## config.mk

```make
export PLATFORM = sky130hd
export DESIGN_NAME = ysyx_22050518_lsu_flat
export DESIGN_NICKNAME = d
export VERILOG_FILES = /design/src/rtl/ysyx_22050518_pkg.sv /design/src/rtl/ysyx_22050518_lsu_if.sv /design/src/rtl/ysyx_22050518_lsu_align.sv /design/src/rtl/ysyx_22050518_lsu.sv /design/src/flat_wrapper.sv
export SDC_FILE = /design/constraint.sdc
export NUM_CORES = 1
export LEC_CHECK = 0
export BUFFER_PORTS_ARGS = -buffer_cell sky130_fd_sc_hd__buf_2
export CAP_MARGIN = 20
export CORE_ASPECT_RATIO = 1.1
export CORE_MARGIN = 4
export CORE_UTILIZATION = 30
export CTS_BUF_LIST = sky130_fd_sc_hd__clkbuf_4
export DETAILED_ROUTE_END_ITERATION = 6
export GPL_TIMING_DRIVEN = 0
export HOLD_SLACK_MARGIN = 0.02
export SLEW_MARGIN = 40
export SYNTH_ARGS = -nofsm -noshare
export SYNTH_HDL_FRONTEND = slang
export SYNTH_SLANG_ARGS = --single-unit
```

## constraint.sdc

```tcl
create_clock -name clk -period 2.25 [get_ports clk]
set_input_delay 0.3375 -clock clk [delete_from_list [all_inputs] [get_ports clk]]
set_output_delay 0.3375 -clock clk [all_outputs]
set_load 0.01 [all_outputs]
```

## src/rtl/ysyx_22050518_pkg.sv

```systemverilog
// Shared definitions for the ysyx_22050518 load/store unit: FSM states, access sizes,
// byte-mask constants and the alignment rule.
package ysyx_22050518_pkg;

  typedef enum logic [1:0] {
    StIdle,
    StReq,
    StResp,
    StOut
  } lsu_state_e;

  // Access size is func3[1:0]; func3[2] only selects zero/sign extension downstream.
  typedef enum logic [1:0] {
    SizeByte,
    SizeHalf,
    SizeWord,
    SizeDouble
  } mem_size_e;

  localparam logic [2:0] Func3Illegal = 3'b111;

  localparam logic [7:0] MaskByte   = 8'h01;
  localparam logic [7:0] MaskHalf   = 8'h03;
  localparam logic [7:0] MaskWord   = 8'h0F;
  localparam logic [7:0] MaskDouble = 8'hFF;

  function automatic logic [7:0] size_mask(mem_size_e size);
    logic [7:0] mask;
    unique case (size)
      SizeByte:   mask = MaskByte;
      SizeHalf:   mask = MaskHalf;
      SizeWord:   mask = MaskWord;
      SizeDouble: mask = MaskDouble;
    endcase
    return mask;
  endfunction

  function automatic logic misaligned(logic [2:0] func3, logic [2:0] off);
    logic mis;
    unique case (mem_size_e'(func3[1:0]))
      SizeByte:   mis = 1'b0;
      SizeHalf:   mis = off[0];
      SizeWord:   mis = |off[1:0];
      SizeDouble: mis = |off;
    endcase
    return mis | (func3 == Func3Illegal);
  endfunction

endpackage

```

## src/rtl/ysyx_22050518_lsu_if.sv

```systemverilog
// Bus bundle of the load/store unit: execute-stage request, memory port and result port.
interface ysyx_22050518_lsu_if #(
    parameter int unsigned XLEN = 64
);
    logic            in_valid;
    logic            in_ready;
    logic            in_wen;
    logic [2:0]      in_func3;
    logic [XLEN-1:0] in_addr;
    logic [XLEN-1:0] in_wdata;

    logic            mem_req_valid;
    logic            mem_req_ready;
    logic [XLEN-1:0] mem_req_addr;
    logic            mem_req_wen;
    logic [XLEN-1:0] mem_req_wdata;
    logic [7:0]      mem_req_wmask;
    logic            mem_rsp_valid;
    logic [XLEN-1:0] mem_rsp_rdata;

    logic            out_valid;
    logic            out_ready;
    logic [2:0]      out_func3;
    logic [XLEN-1:0] out_mrd;
    logic            out_misalign;

    // The LSU side.
    modport slave (
        input  in_valid, in_wen, in_func3, in_addr, in_wdata,
        input  mem_req_ready, mem_rsp_valid, mem_rsp_rdata,
        input  out_ready,
        output in_ready,
        output mem_req_valid, mem_req_addr, mem_req_wen, mem_req_wdata, mem_req_wmask,
        output out_valid, out_func3, out_mrd, out_misalign
    );

    // The surroundings: execute stage, memory and load-extension stage.
    modport master (
        output in_valid, in_wen, in_func3, in_addr, in_wdata,
        output mem_req_ready, mem_rsp_valid, mem_rsp_rdata,
        output out_ready,
        input  in_ready,
        input  mem_req_valid, mem_req_addr, mem_req_wen, mem_req_wdata, mem_req_wmask,
        input  out_valid, out_func3, out_mrd, out_misalign
    );
endinterface

```

## src/rtl/ysyx_22050518_lsu_align.sv

```systemverilog
// Byte-lane alignment: store data/mask shifted into lanes, load data shifted down to bit 0,
// and the misalignment check for the incoming access.
module ysyx_22050518_lsu_align
    import ysyx_22050518_pkg::*;
#(
    parameter int unsigned XLEN = 64
) (
    input  logic [2:0]      func3,
    input  logic [2:0]      st_off,
    input  logic [XLEN-1:0] st_raw,
    output logic [7:0]      st_mask,
    output logic [XLEN-1:0] st_data,
    output logic            misalign,
    input  logic [2:0]      ld_off,
    input  logic [XLEN-1:0] ld_raw,
    output logic [XLEN-1:0] ld_data
);

    always_comb begin
        st_mask  = size_mask(mem_size_e'(func3[1:0])) << st_off;
        st_data  = st_raw << {st_off, 3'b000};
        misalign = misaligned(func3, st_off);
        ld_data  = ld_raw >> {ld_off, 3'b000};
    end

endmodule

```

## src/rtl/ysyx_22050518_lsu.sv

```systemverilog
// Single-outstanding load/store unit: accepts one access, issues one aligned 8-byte memory
// request, waits for the response and presents the right-aligned raw result.
module ysyx_22050518_lsu
    import ysyx_22050518_pkg::*;
#(
    parameter int unsigned XLEN = 64
) (
    input logic                clk,
    input logic                rst_n,
    ysyx_22050518_lsu_if.slave bus
);

    lsu_state_e state;
    logic       wen_q;
    logic [2:0] off_q;

    logic [7:0]      st_mask;
    logic [XLEN-1:0] st_data;
    logic [XLEN-1:0] ld_data;
    logic            misalign;

    ysyx_22050518_lsu_align #(
        .XLEN(XLEN)
    ) u_align (
        .func3   (bus.in_func3),
        .st_off  (bus.in_addr[2:0]),
        .st_raw  (bus.in_wdata),
        .st_mask (st_mask),
        .st_data (st_data),
        .misalign(misalign),
        .ld_off  (off_q),
        .ld_raw  (bus.mem_rsp_rdata),
        .ld_data (ld_data)
    );

    assign bus.in_ready = (state == StIdle);

    always_ff @(posedge clk or negedge rst_n) begin
        if (!rst_n) begin
            state             <= StIdle;
            wen_q             <= 1'b0;
            off_q             <= 3'd0;
            bus.mem_req_valid <= 1'b0;
            bus.mem_req_addr  <= '0;
            bus.mem_req_wen   <= 1'b0;
            bus.mem_req_wdata <= '0;
            bus.mem_req_wmask <= 8'h00;
            bus.out_valid     <= 1'b0;
            bus.out_func3     <= 3'd0;
            bus.out_mrd       <= '0;
            bus.out_misalign  <= 1'b0;
        end else begin
            unique case (state)
                StIdle: begin
                    if (bus.in_valid) begin
                        wen_q            <= bus.in_wen;
                        off_q            <= bus.in_addr[2:0];
                        bus.out_func3    <= bus.in_func3;
                        bus.out_mrd      <= '0;
                        bus.out_misalign <= misalign;
                        if (misalign) begin
                            // Faulting accesses never reach memory.
                            state         <= StOut;
                            bus.out_valid <= 1'b1;
                        end else begin
                            state             <= StReq;
                            bus.mem_req_valid <= 1'b1;
                            bus.mem_req_addr  <= {bus.in_addr[XLEN-1:3], 3'b000};
                            bus.mem_req_wen   <= bus.in_wen;
                            bus.mem_req_wmask <= bus.in_wen ? st_mask : 8'h00;
                            bus.mem_req_wdata <= bus.in_wen ? st_data : '0;
                        end
                    end
                end
                StReq: begin
                    if (bus.mem_req_ready) begin
                        state             <= StResp;
                        bus.mem_req_valid <= 1'b0;
                    end
                end
                StResp: begin
                    if (bus.mem_rsp_valid) begin
                        state         <= StOut;
                        bus.out_mrd   <= wen_q ? '0 : ld_data;
                        bus.out_valid <= 1'b1;
                    end
                end
                StOut: begin
                    if (bus.out_ready) begin
                        state         <= StIdle;
                        bus.out_valid <= 1'b0;
                    end
                end
            endcase
        end
    end

endmodule

```

## src/flat_wrapper.sv

```systemverilog
// flat-port wrapper written by rule: the top's interface ports become plain ports
module ysyx_22050518_lsu_flat import ysyx_22050518_pkg::*;
#(
    parameter int unsigned XLEN = 64
)
  (clk, rst_n, bus_in_valid, bus_in_wen, bus_in_func3, bus_in_addr, bus_in_wdata, bus_mem_req_ready, bus_mem_rsp_valid, bus_mem_rsp_rdata, bus_out_ready, bus_in_ready, bus_mem_req_valid, bus_mem_req_addr, bus_mem_req_wen, bus_mem_req_wdata, bus_mem_req_wmask, bus_out_valid, bus_out_func3, bus_out_mrd, bus_out_misalign);
  ysyx_22050518_lsu_if #(.XLEN(XLEN)) bus_i ();
  input logic clk;
  input logic rst_n;
  input wire logic [$bits(bus_i.in_valid)-1:0] bus_in_valid;
  input wire logic [$bits(bus_i.in_wen)-1:0] bus_in_wen;
  input wire logic [$bits(bus_i.in_func3)-1:0] bus_in_func3;
  input wire logic [$bits(bus_i.in_addr)-1:0] bus_in_addr;
  input wire logic [$bits(bus_i.in_wdata)-1:0] bus_in_wdata;
  input wire logic [$bits(bus_i.mem_req_ready)-1:0] bus_mem_req_ready;
  input wire logic [$bits(bus_i.mem_rsp_valid)-1:0] bus_mem_rsp_valid;
  input wire logic [$bits(bus_i.mem_rsp_rdata)-1:0] bus_mem_rsp_rdata;
  input wire logic [$bits(bus_i.out_ready)-1:0] bus_out_ready;
  output wire logic [$bits(bus_i.in_ready)-1:0] bus_in_ready;
  output wire logic [$bits(bus_i.mem_req_valid)-1:0] bus_mem_req_valid;
  output wire logic [$bits(bus_i.mem_req_addr)-1:0] bus_mem_req_addr;
  output wire logic [$bits(bus_i.mem_req_wen)-1:0] bus_mem_req_wen;
  output wire logic [$bits(bus_i.mem_req_wdata)-1:0] bus_mem_req_wdata;
  output wire logic [$bits(bus_i.mem_req_wmask)-1:0] bus_mem_req_wmask;
  output wire logic [$bits(bus_i.out_valid)-1:0] bus_out_valid;
  output wire logic [$bits(bus_i.out_func3)-1:0] bus_out_func3;
  output wire logic [$bits(bus_i.out_mrd)-1:0] bus_out_mrd;
  output wire logic [$bits(bus_i.out_misalign)-1:0] bus_out_misalign;
  assign bus_i.in_valid = bus_in_valid;
  assign bus_i.in_wen = bus_in_wen;
  assign bus_i.in_func3 = bus_in_func3;
  assign bus_i.in_addr = bus_in_addr;
  assign bus_i.in_wdata = bus_in_wdata;
  assign bus_i.mem_req_ready = bus_mem_req_ready;
  assign bus_i.mem_rsp_valid = bus_mem_rsp_valid;
  assign bus_i.mem_rsp_rdata = bus_mem_rsp_rdata;
  assign bus_i.out_ready = bus_out_ready;
  assign bus_in_ready = bus_i.in_ready;
  assign bus_mem_req_valid = bus_i.mem_req_valid;
  assign bus_mem_req_addr = bus_i.mem_req_addr;
  assign bus_mem_req_wen = bus_i.mem_req_wen;
  assign bus_mem_req_wdata = bus_i.mem_req_wdata;
  assign bus_mem_req_wmask = bus_i.mem_req_wmask;
  assign bus_out_valid = bus_i.out_valid;
  assign bus_out_func3 = bus_i.out_func3;
  assign bus_out_mrd = bus_i.out_mrd;
  assign bus_out_misalign = bus_i.out_misalign;
  ysyx_22050518_lsu #(.XLEN(XLEN)) u_core (.clk(clk), .rst_n(rst_n), .bus(bus_i));
endmodule
```

Word level (Yosys, flattened, before mapping)
Cells that the tools add are included.

Shift-type cells: 3. Reduce and logical (&&, ||, !) cells: 13. Bitwise operators: 2. Muxes and demuxes: 23. Equal/unequal tests: 13.

Operators by type and width (number): $mux W64 (4); $pmux W64 S2 (1); $shl A64 B6 Y64 (1); $shr A64 B6 Y64 (1); $pmux W8 S4 (1); $mux W2 (5); $ne A2 B2 Y1 const B (5); $eq A2 B2 Y1 const B (4); $mux W8 (1); $pmux W2 S4 (1); $reduce_and A4 Y1 (2); $shl A8 B3 Y8 (1); $mux W1 (7); $reduce_and A3 Y1 (2); $reduce_and A5 Y1 (1); $eq A2 B1 Y1 const B (2); $logic_not A2 Y1 (2); $pmux W1 S4 (1); $reduce_bool A2 Y1 (2); $eq A3 B3 Y1 const B (1); $pmux W1 S3 (1); $reduce_bool A3 Y1 (1); $reduce_or A3 Y1 (1); $ne A2 B1 Y1 const B (1); other kinds (5) (5).

Register bits: 210. Output and inout port bits: 208. Word-level logic and storage cells: 66.

Depth between registers and ports, before layout
Gate-level depths: netlist (run 1).

Word-level depth: 6. Mapped depth: 9. Depth with buffers taken out: 6.

Modules after synthesis
Synthesis (run 1) repeated with hierarchy kept, for this count alone.

Cell total of the unflattened synthesis: 1272. Area, all modules: 12544.5 µm².

Modules (own cells, without submodules): ysyx_22050518_lsu (cells an instance 769, area an instance 8775.9 µm², instances 1); ysyx_22050518_lsu_align (cells an instance 503, area an instance 3768.6 µm², instances 1).

Worst setup path after synthesis (run 1)
Ideal clock, no wire load.

Kind: flip-flop to flip-flop. Start: register u_core.state[0]. End: register u_core.bus.out_mrd[0]. Stages on the path, launching flop included: 9. Path buffers: 2. Data arrival time: 1.803 ns. Setup slack: 0.360 ns. Clock period less this slack: 1.890 ns. Setup time: 0.087 ns. Path through: dfrtp_1 > inv_1 > ha_1 > buf_2 > or2_2 > nand3_1 > clkbuf_1 > nand2_1 > o211ai_1.

Word-level cells in the longest chain between the ends: 3.

RTL lines: start, declared (RTL line ysyx_22050518_lsu.sv:13) `lsu_state_e state;`; start signal, assigned (RTL line ysyx_22050518_lsu.sv:40) `state <= StIdle;`; start signal, assigned (RTL line ysyx_22050518_lsu.sv:63) `state <= StOut;`; start signal, assigned (RTL line ysyx_22050518_lsu.sv:66) `state <= StReq;`; $logic_not A2 Y1 *; net bus_in_ready (RTL line flat_wrapper.sv:19) `output wire logic [$bits(bus_i.in_ready)-1:0] bus_in_ready;`; $ne A2 B2 Y1 (no line) / $reduce_bool A2 Y1 (equally long branches); $reduce_and A3 Y1 (no line); end signal, assigned (RTL line ysyx_22050518_lsu.sv:84) `bus.out_mrd <= wen_q ? '0 : ld_data;`; end, declared (RTL line ysyx_22050518_lsu_if.sv:34) `output out_valid, out_func3, out_mrd, out_misalign`.

Mark *: on every way through the listed nets, which the timed path passes. The rest lies on a longest branch. A chain may end at the register's enable or synchronous reset.

Worst setup path after layout (run 1)
Start: register u_core.state[0]. End: register u_core.bus.out_mrd[30].

Word-level cells in the longest chain between the ends: 3.

RTL lines: $eq A2 B2 Y1 / $logic_not A2 Y1 (equally long branches) (RTL line ysyx_22050518_lsu.sv:53) `unique case (state)`; $ne A2 B2 Y1 (no line) / $reduce_bool A2 Y1 (equally long branches); $reduce_and A3 Y1 (no line).

Several ways; a longest one is shown, not always the timed one.

==> impl_metrics.ini, run 1 <==
[clocking]
cts_root_buffer = clkbuf_4
clk_latency_ns = 0.81
htreeDepth = 2
cts.sinks = 210
path_clk_slew_ns = 0.06
cts_tree = done
cts.path.max_buffers = 3
cts_buffers = 58

[timing]
skew_ns = 0.0706
rsz0062_at_grt = false
clock.fmax_mhz = 470
slew_headroom = 0.461
min_period_ns = 2.13
drv_slew = 0
period_share = 0.947
finalHoldViolations = 0
setup_violations = 0
holdWs_ns = 0.105
worst_pin_slew_ns = 0.808

[synth]
synthFlopType = dfrtp_1
yosysTopAreaCellShare = 0.478
synth.yosys.seq_area_share = 0.478
synth_top_area_cell = dfrtp_1
yosysUniqueCellTypes = 54
synth.avg_cell_area_um2 = 11.1
netlist_area_um2 = 11000
synth_edf_count = 0
ys_warn_count = 0
synthArstFlopShare = 1.00
syn_inst = 995
synth_seq_cells = 210
synth.area.top_cells = dfrtp_1 (48%), mux2i_1 (12%), mux2_1 (6.2%)

[die]
coreArea_um2 = 36200
rows = 73
ios = 410
floorplan.initialDensity = 0.304
die_area_um2 = 39800
die_w_um = 191
die_y_um = 209

[status]
status = completed

[layout]
regArea_um2 = 5260
final_util = 0.447
multi_input_area_um2 = 5280
nFillCells = 3529
fin_nets = 1837
finish.instance_area_um2 = 16200
drive_gt1_frac = 0.356
area_growth_pct = 47.0

[power_and_ir_drop]
power.density_nw_per_um2 = 1090
p_leak_uw = 0.00817
irDropWorstVdd_v = 0.000580
finalPower_uw = 17700

[route]
ant_nets = 0
dr.pass1.iters = 5
drt_iter0_drc = 746
wirelength_um = 51300
vias = 11600
drc = 0
avgRoutedWirePerCell_um = 23.8
vias_per_cell = 5.36

[critical_path]
setup.worst_path.end = u_core.bus.out_mrd[30]
cp.depth = 8
worstPathCellList = inv_1 -> ha_1 -> clkbuf_4 -> nand2b_2 -> and4_2 -> buf_4 -> o311a_1 -> a221o_1
r2r_slack_ns = 0.12
rr_worst_depth = 8
crit_buf_inv = 3
critPathArrivalTime_ns = 2.73
cp_top_family = buffers and inverters
crit_path_max_fanout = 10
worst_setup_path_start_kind = flip-flop
timing.rr.end = u_core.bus.out_mrd[30]
crit_slowest_cell = dfrtp_1
cp_slowest_stage_delay_ns = 0.41
r2r_start = u_core.state[0]
worstPathRequired_ns = 2.85
critical_path.startpoint = u_core.state[0]
crit_type = reg -> reg
worst_setup_path_end_kind = flip-flop

[grt]
grt_pass1_wl_um = 75300
globalRouteOverflowTotal = 0
grt_max_degree = 70
antenna_found_initial = 5
grtUsageTotal = 0.248
grt_pass1_vias = 12100

[flow_run]
maxCapViolCount = 0

[placement]
dpl-instance-area_um2 = 13700
numPortBuffers = 404
gp_congestion = 0.937
dp.final_hpwl_um = 37700

[min_path]
min_path_type = in -> reg
-- placed cells by master, fill, tap and decap left out, types with 15 or more instances in the layout --
master | synthesis | routed
clkbuf_4 | 0 | 80
nor2b_1 | 17 | 17
a22o_1 | 50 | 50
mux2i_1 | 128 | 128
o21ai_1 | 23 | 23
buf_2 | 38 | 436
a32o_1 | 26 | 26
mux2_1 | 61 | 61
nand2_1 | 121 | 121
a21oi_1 | 17 | 17
dfrtp_1 | 210 | 210
o211ai_1 | 24 | 24
o21ai_0 | 51 | 51
a22oi_1 | 22 | 22
dlygate4sd3_1 | 0 | 162
nor2_1 | 20 | 18
buf_4 | 9 | 15
clkbuf_1 | 22 | 16
-- cell usage after synthesis (17+ instances only) --
cell,count
dfrtp_1,210
mux2i_1,128
nand2_1,121
mux2_1,61
o21ai_0,51
a22o_1,50
buf_2,38
a32o_1,26
o211ai_1,24
o21ai_1,23
a22oi_1,22
clkbuf_1,22
nor2_1,20
a21oi_1,17
nor2b_1,17
-- per-stage QoR --
step | TNS (ns) | setup slack, ns | std cells
final | 0 | 0.120 | 2156
after global routing | 0 | 0.0155 | 2156
after CTS | 0 | 0.00577 | 2152
after detailed placement | -8.64 | -0.329 | 1891
after global placement | -612.43 | -2.90 | 1888
after floorplan | 0 | 0.360 | 997
-- state kept, by name (all words and copies together) (netlist names), 2 cells and up --
signal / flops
u_core.bus.mem_req_addr: 61
u_core.bus.out_func3: 3
u_core.bus.mem_req_wdata: 64
u_core.bus.out_mrd: 64
u_core.bus.mem_req_wmask: 8
u_core.state: 2
u_core.off_q: 3
-- final cells by class --
class	instances	share of cell area
flip-flops and latches	210	0.325
clock inverters	18	0.00526
plain buffers	86	0.0320
diodes	4	0.000619
well taps	487	0.0377
repair buffers	574	0.235
inverters	11	0.00255
clock buffers	76	0.0353
multi-input cells	690	0.326
-- logic make-up after synthesis --
logic type | Yosys count | synth area share
AOI/OAI and AO/OA | 287 | 0.194
adders and majority gates | 4 | 0.00455
buffers and inverters | 97 | 0.0481
DFF | 210 | 0.478
muxes | 203 | 0.196
other | 1 | 0.000341
and+or+nand+nor | 193 | 0.0787
-- worst register-to-register path, stage by stage, from the launching register on --
cell	delay [ns]
dfrtp_1	0.41
inv_1	0.09
ha_1	0.18
clkbuf_4	0.21
nand2b_2	0.15
and4_2	0.30
buf_4	0.19
o311a_1	0.15
a221o_1	0.27
-- where the power goes --
part	internal, µW	switching (µW)
Clock	1560	1720
Sequential	5280	863
Combinational	3370	4860
-- layer usage --
metal  global-route usage  vias to the layer above  routed length, µm
li1                     -                     5048                  -
met1                0.284                     5659              19400
met2                0.414                      689              24400
met3               0.0727                      162               4560
met4                0.139                        4               3020
met5                    0                        -                 27
-- what timing repair did --
item                       in CTS  in global routing
setup endpoints to repair      78                 61
buffers inserted                4                  0
gates cloned                    0                  0
gates resized for setup        12                 19
hold endpoints to repair      329                  0
pin swaps                       2                  0
hold buffers                  163                  0
-- worst min path at each step --
stage	startpoint	end	depth (start not counted)
5_1_grt	bus_in_wdata[18]	u_core.bus.mem_req_wdata[42]	4
3_5_place_dp	rst_n	u_core.bus.out_mrd[37]	1
3_3_place_gp	u_core.bus.mem_req_wmask[0]	u_core.bus.mem_req_wmask[0]	1
2_1_floorplan	rst_n	u_core.bus.mem_req_addr[10]	0
6_report	bus_in_wdata[18]	u_core.bus.mem_req_wdata[42]	4
4_1_cts	bus_in_wdata[34]	u_core.bus.mem_req_wdata[42]	4
Power figures use the tool's default switching activity.
==> run 2: changes to the inputs <==
clock period = 1.9 ns   (was 2.25 ns; I/O delays follow)
==> run 2 against run 1 <==
Routed wire length up 0.67%. Total power up 21%. Non-clock buffer count up 39. Critical path type unchanged. Largest cell class unchanged.
==> impl_metrics.ini, run 2 (synthesis results as in run 1) <==
[clocking]
clk_latency_ns = 0.78
cts_tree = done
htreeDepth = 2
cts.path.max_buffers = 3
cts_buffers = 58
cts_root_buffer = clkbuf_4
path_clk_slew_ns = 0.07
cts.sinks = 210

[grt]
antenna_found_initial = 5
grt_max_degree = 70
globalRouteOverflowTotal = 0
grt_pass1_wl_um = 76400
grtUsageTotal = 0.251
grt_pass1_vias = 12300

[placement]
dpl-instance-area_um2 = 13700
dp.final_hpwl_um = 37700
gp_congestion = 0.937
dp.cells = 1891
numPortBuffers = 404

[critical_path]
worstPathCellList = inv_1 -> ha_4 -> buf_8 -> nand2b_4 -> and4_4 -> buf_4 -> o311a_1 -> a221o_1
worst_setup_path_start_kind = flip-flop
cp_slowest_stage_delay_ns = 0.37
crit_type = reg -> reg
crit_buf_inv = 3
crit_slowest_cell = dfrtp_1
critPathArrivalTime_ns = 2.47
crit_path_max_fanout = 10
worstPathRequired_ns = 2.50
r2r_slack_ns = 0.03
cp_top_family = compound AO/OA/AOI/OAI gates
worst_setup_path_end_kind = flip-flop

[layout]
fin_cells = 2195
area_growth_pct = 52.0
nFillCells = 3481
layout_commonest_cell = buf_2
fin_nets = 1876
drive_gt1_frac = 0.358
top_regs = u_core.bus.mem_req_wdata x64, u_core.bus.out_mrd x64, u_core.bus.mem_req_addr x61
final_cell_mix = buf_2 (424), dfrtp_1 (210), dlygate4sd3_1 (198), mux2i_1 (124), nand2_1 (121)
finish.instance_area_um2 = 16700

[die]
rows = 73
ios = 410
die_y_um = 209
floorplan.initialDensity = 0.304
coreArea_um2 = 36200
die_w_um = 191
die_area_um2 = 39800

[route]
drc = 0
wirelength_um = 51700
vias_per_cell = 5.29
dr.pass1.iters = 5
vias = 11600
drt_iter0_drc = 746
ant_nets = 0
avgRoutedWirePerCell_um = 23.5

[timing]
drv_slew = 0
rsz0062_at_grt = true
setup_violations = 0
finalHoldViolations = 0
setup-tns-final_ns = 0
period_share = 0.986
slew_headroom = 0.446
clock.fmax_mhz = 534
worst_pin_slew_ns = 0.830
min_period_ns = 1.87
skew_ns = 0.0709

[power_and_ir_drop]
irDropWorstVdd_v = 0.000705
clockPowerShare = 0.183
p_int_uw = 12400
switchingPower_uw = 8910
swShare = 0.418
power.density_nw_per_um2 = 1270
p_leak_uw = 0.00838
pwr-share-seq = 0.341
combPwrFrac = 0.476

[flow_run]
maxCapViolCount = 0

[status]
status = completed

[min_path]
min_path_type = in -> async
run 2: power groups by stage:
stage	Sequential [µW]	Combinational (µW)	Clock [µW]
floorplan	8010	4300	0
global placement	7260	9210	0
detailed placement	7310	9290	0
CTS	7240	10000	4060
global route	7460	10900	4290
finish	7270	10200	3890
run 2: cell type report:
cell class	instances	area, µm²	share of cell area
Timing Repair Buffer	615	4240	0.253
Buffer	84	586	0.0350
Clock inverter	18	85.1	0.00509
Multi-Input combinational cell	690	5330	0.319
Inverter	11	41.3	0.00247
Tap cell	487	609	0.0364
Antenna cell	4	10.0	0.000599
Sequential cell	210	5260	0.314
Clock buffer	76	571	0.0341
run 2: path summary, 6_finish.rpt:
kind | start | end | depth (start not counted)
max in group asynchronous | rst_n | u_core.bus.mem_req_wmask[5] | 4
hold / removal | rst_n | u_core.bus.out_mrd[13] | 3
setup / recovery | u_core.state[1] | u_core.bus.out_mrd[30] | 8
setup reg to reg | u_core.state[1] | u_core.bus.out_mrd[30] | 8
hold reg to reg | u_core.bus.out_mrd[52] | u_core.bus.out_mrd[52] | 2
min in group clk | bus_in_wdata[54] | u_core.bus.mem_req_wdata[62] | 4
run 2: timing repair:
item / in CTS / in global routing
setup endpoints to repair: 202 / 159
hold buffers: 199 / 0
gates resized for setup: 53 / 22
pin swaps: 6 / 1
endpoints found under the hold margin: 351 / 0
setup buffers: 8 / 1
run 2: tightest hold or removal path, delay by kind of cell:
family	cells	cell delay [ns]
buffers and inverters	3	0.98
run 2: per-stage QoR:
stage	total power, µW	utilization	worst slack (ns)	hold slack [ns]
2_1_floorplan	12300	-	0.00991	-0.0106
3_3_place_gp	16500	0.377	-3.20	0.459
3_5_place_dp	16600	0.380	-0.632	0.202
4_1_cts	21300	0.461	0.00367	0.0210
5_1_grt	22600	0.462	-0.0369	0.0437
6_report	21300	0.462	0.0258	0.107
run 2: routing by layer:
| layer | up-vias | track usage | part of all wire |
|---|---|---|---|
| met5 | - | 0 | 0.00054 |
| met4 | 4 | 0.133 | 0.054 |
| met1 | 5675 | 0.287 | 0.38 |
| li1 | 5116 | - | - |
| met2 | 683 | 0.425 | 0.48 |
| met3 | 142 | 0.0712 | 0.088 |
==> run 3: changes to the inputs <==
CORE_UTILIZATION = 46   (was 30)
PLACE_DENSITY = 0.78   (was unset)
==> run 3 against run 2 <==
Sequential share of layout area rose by 2.2 points. Clock power up 2%. Via count fell by 1.5%. Non-clock buffer count is 86 lower. Sequential cell count stayed put. Global-route usage increased by 8.9 points.
==> impl_metrics.ini, run 3 (synthesis results as in run 1) <==
[clocking]
cts.sinks = 210
cts.path.max_buffers = 3
cts_root_buffer = clkbuf_4
htreeDepth = 2
cts_tree = done
path_clk_slew_ns = 0.06
clk_latency_ns = 0.69
cts_buffers = 57

[layout]
fin_nets = 1789
final_util = 0.662
fin_cells = 1932
final_cell_mix = buf_2 (424), dfrtp_1 (210), mux2i_1 (124), nand2_1 (121), dlygate4sd3_1 (112)
top_regs = u_core.bus.mem_req_wdata x64, u_core.bus.out_mrd x64, u_core.bus.mem_req_addr x61
layout_commonest_cell = buf_2
drive_gt1_frac = 0.378
area_growth_pct = 42.1

[timing]
setup_violations = 0
drv_slew = 0
skew_ns = 0.0357
period_share = 0.980
slew_headroom = 0.410
finalHoldViolations = 0
worst_pin_slew_ns = 0.881
min_period_ns = 1.86
clock.fmax_mhz = 537

[critical_path]
critical_path.startpoint = u_core.state[0]
cp_top_family = buffers and inverters
worstPathRequired_ns = 2.50
crit_path_max_fanout = 10
worst_setup_path_end_kind = flip-flop
critPathArrivalTime_ns = 2.46
timing.rr.end = u_core.bus.mem_req_wdata[31]
cp_slowest_stage_delay_ns = 0.39
worst_setup_path_start_kind = flip-flop
rr_worst_depth = 8
r2r_slack_ns = 0.04
r2r_start = u_core.state[0]
worstPathCellList = inv_1 -> ha_2 -> buf_6 -> and3_2 -> o211ai_4 -> nor2_4 -> buf_6 -> a32o_1
crit_buf_inv = 3
cp.depth = 8
crit_type = reg -> reg
path_common_cell = buf_6
setup.worst_path.end = u_core.bus.mem_req_wdata[31]
crit_slowest_cell = dfrtp_1

[route]
drc = 0
drt_iter0_drc = 1082
avgRoutedWirePerCell_um = 24.2
ant_nets = 0
vias = 11500
vias_per_cell = 5.93
wirelength_um = 46700
dr.pass1.iters = 5

[die]
ios = 410
coreArea_um2 = 23600
die_y_um = 170
rows = 59
floorplan.initialDensity = 0.466
die_area_um2 = 26400
die_w_um = 155

[grt]
grt_pass1_vias = 12100
grtUsageTotal = 0.340
globalRouteOverflowTotal = 0
grt_max_degree = 58
antenna_found_initial = 2
grt_pass1_wl_um = 69600

[placement]
dp.cells = 1709
gp_congestion = 0.973
dp.final_hpwl_um = 33500
numPortBuffers = 404

[power_and_ir_drop]
p_leak_uw = 0.00804
power.density_nw_per_um2 = 1350
finalPower_uw = 21100
irDropWorstVdd_v = 0.000715

[min_path]
hold_path.startpoint = bus_mem_rsp_rdata[18]
min_path_type = in -> reg

[flow_run]
maxCapViolCount = 0

[status]
status = completed
-- run 3: area by class of cell --
type	instances	area (µm²)
repair buffers	527	3310
diodes	2	5.00
fillers	1878	8000
multi-input cells	690	5320
well taps	305	382
inverters	11	41.3
plain buffers	86	617
clock inverters	19	76.3
clock buffers	82	616
flip-flops and latches	210	5260
-- run 3: per-layer routing --
metal | track usage | wire (µm) | share of wire | up-vias
met5 | 0 | 8 | 0.00017 | -
met4 | 0.161 | 2340 | 0.050 | 2
met3 | 0.109 | 5450 | 0.12 | 181
met2 | 0.567 | 22300 | 0.48 | 790
met1 | 0.401 | 16500 | 0.35 | 5543
li1 | - | - | - | 4935
-- run 3: report_power, final --
part | leakage (µW) | internal (µW) | switching (µW)
sequential | 0.00273 | 6250 | 1050
clock | 0.000419 | 1980 | 1970
combinational | 0.00490 | 4180 | 5730
total | 0.00804 | 12400 | 8740
-- run 3: tightest hold or removal path, stage by stage --
cell and delay (ns):
buf_2 0.11, mux2i_1 0.07, nand2_1 0.06, nand3_1 0.07, o211ai_1 0.08
-- run 3: worst min path at each step --
stage | endpoint | slack (ns) | cells past startpoint
floorplan | u_core.bus.mem_req_addr[10] | -0.01 | 0
global placement | u_core.bus.mem_req_wen | 0.46 | 2
detailed placement | u_core.bus.mem_req_addr[4] | 0.23 | 1
CTS | u_core.bus.out_mrd[2] | 0.02 | 5
global route | u_core.bus.out_mrd[50] | 0.03 | 3
finish | u_core.bus.out_mrd[2] | 0.06 | 5
-- run 3: timing repair --
item | CTS | global route
hold buffers | 112 | 0
pin swaps | 3 | 5
endpoints found under the hold margin | 322 | 0
endpoints found under the setup margin | 141 | 194
setup buffers | 3 | 5
resized for setup | 53 | 31
-- run 3: metrics by stage --
| step | worst slack, ns | hold WS, ns | instance area (µm²) | setup TNS [ns] |
|---|---|---|---|---|
| 2_1_floorplan | 0.00991 | -0.0106 | 11000 | 0 |
| 3_3_place_gp | -3.01 | 0.455 | 13400 | -658.83 |
| 3_5_place_dp | -0.546 | 0.232 | 13500 | -33.85 |
| 4_1_cts | 0.00250 | 0.0202 | 15500 | 0 |
| 5_1_grt | -0.0168 | 0.0257 | 15600 | -0.115 |
| 6_report | 0.0372 | 0.0556 | 15600 | 0 |
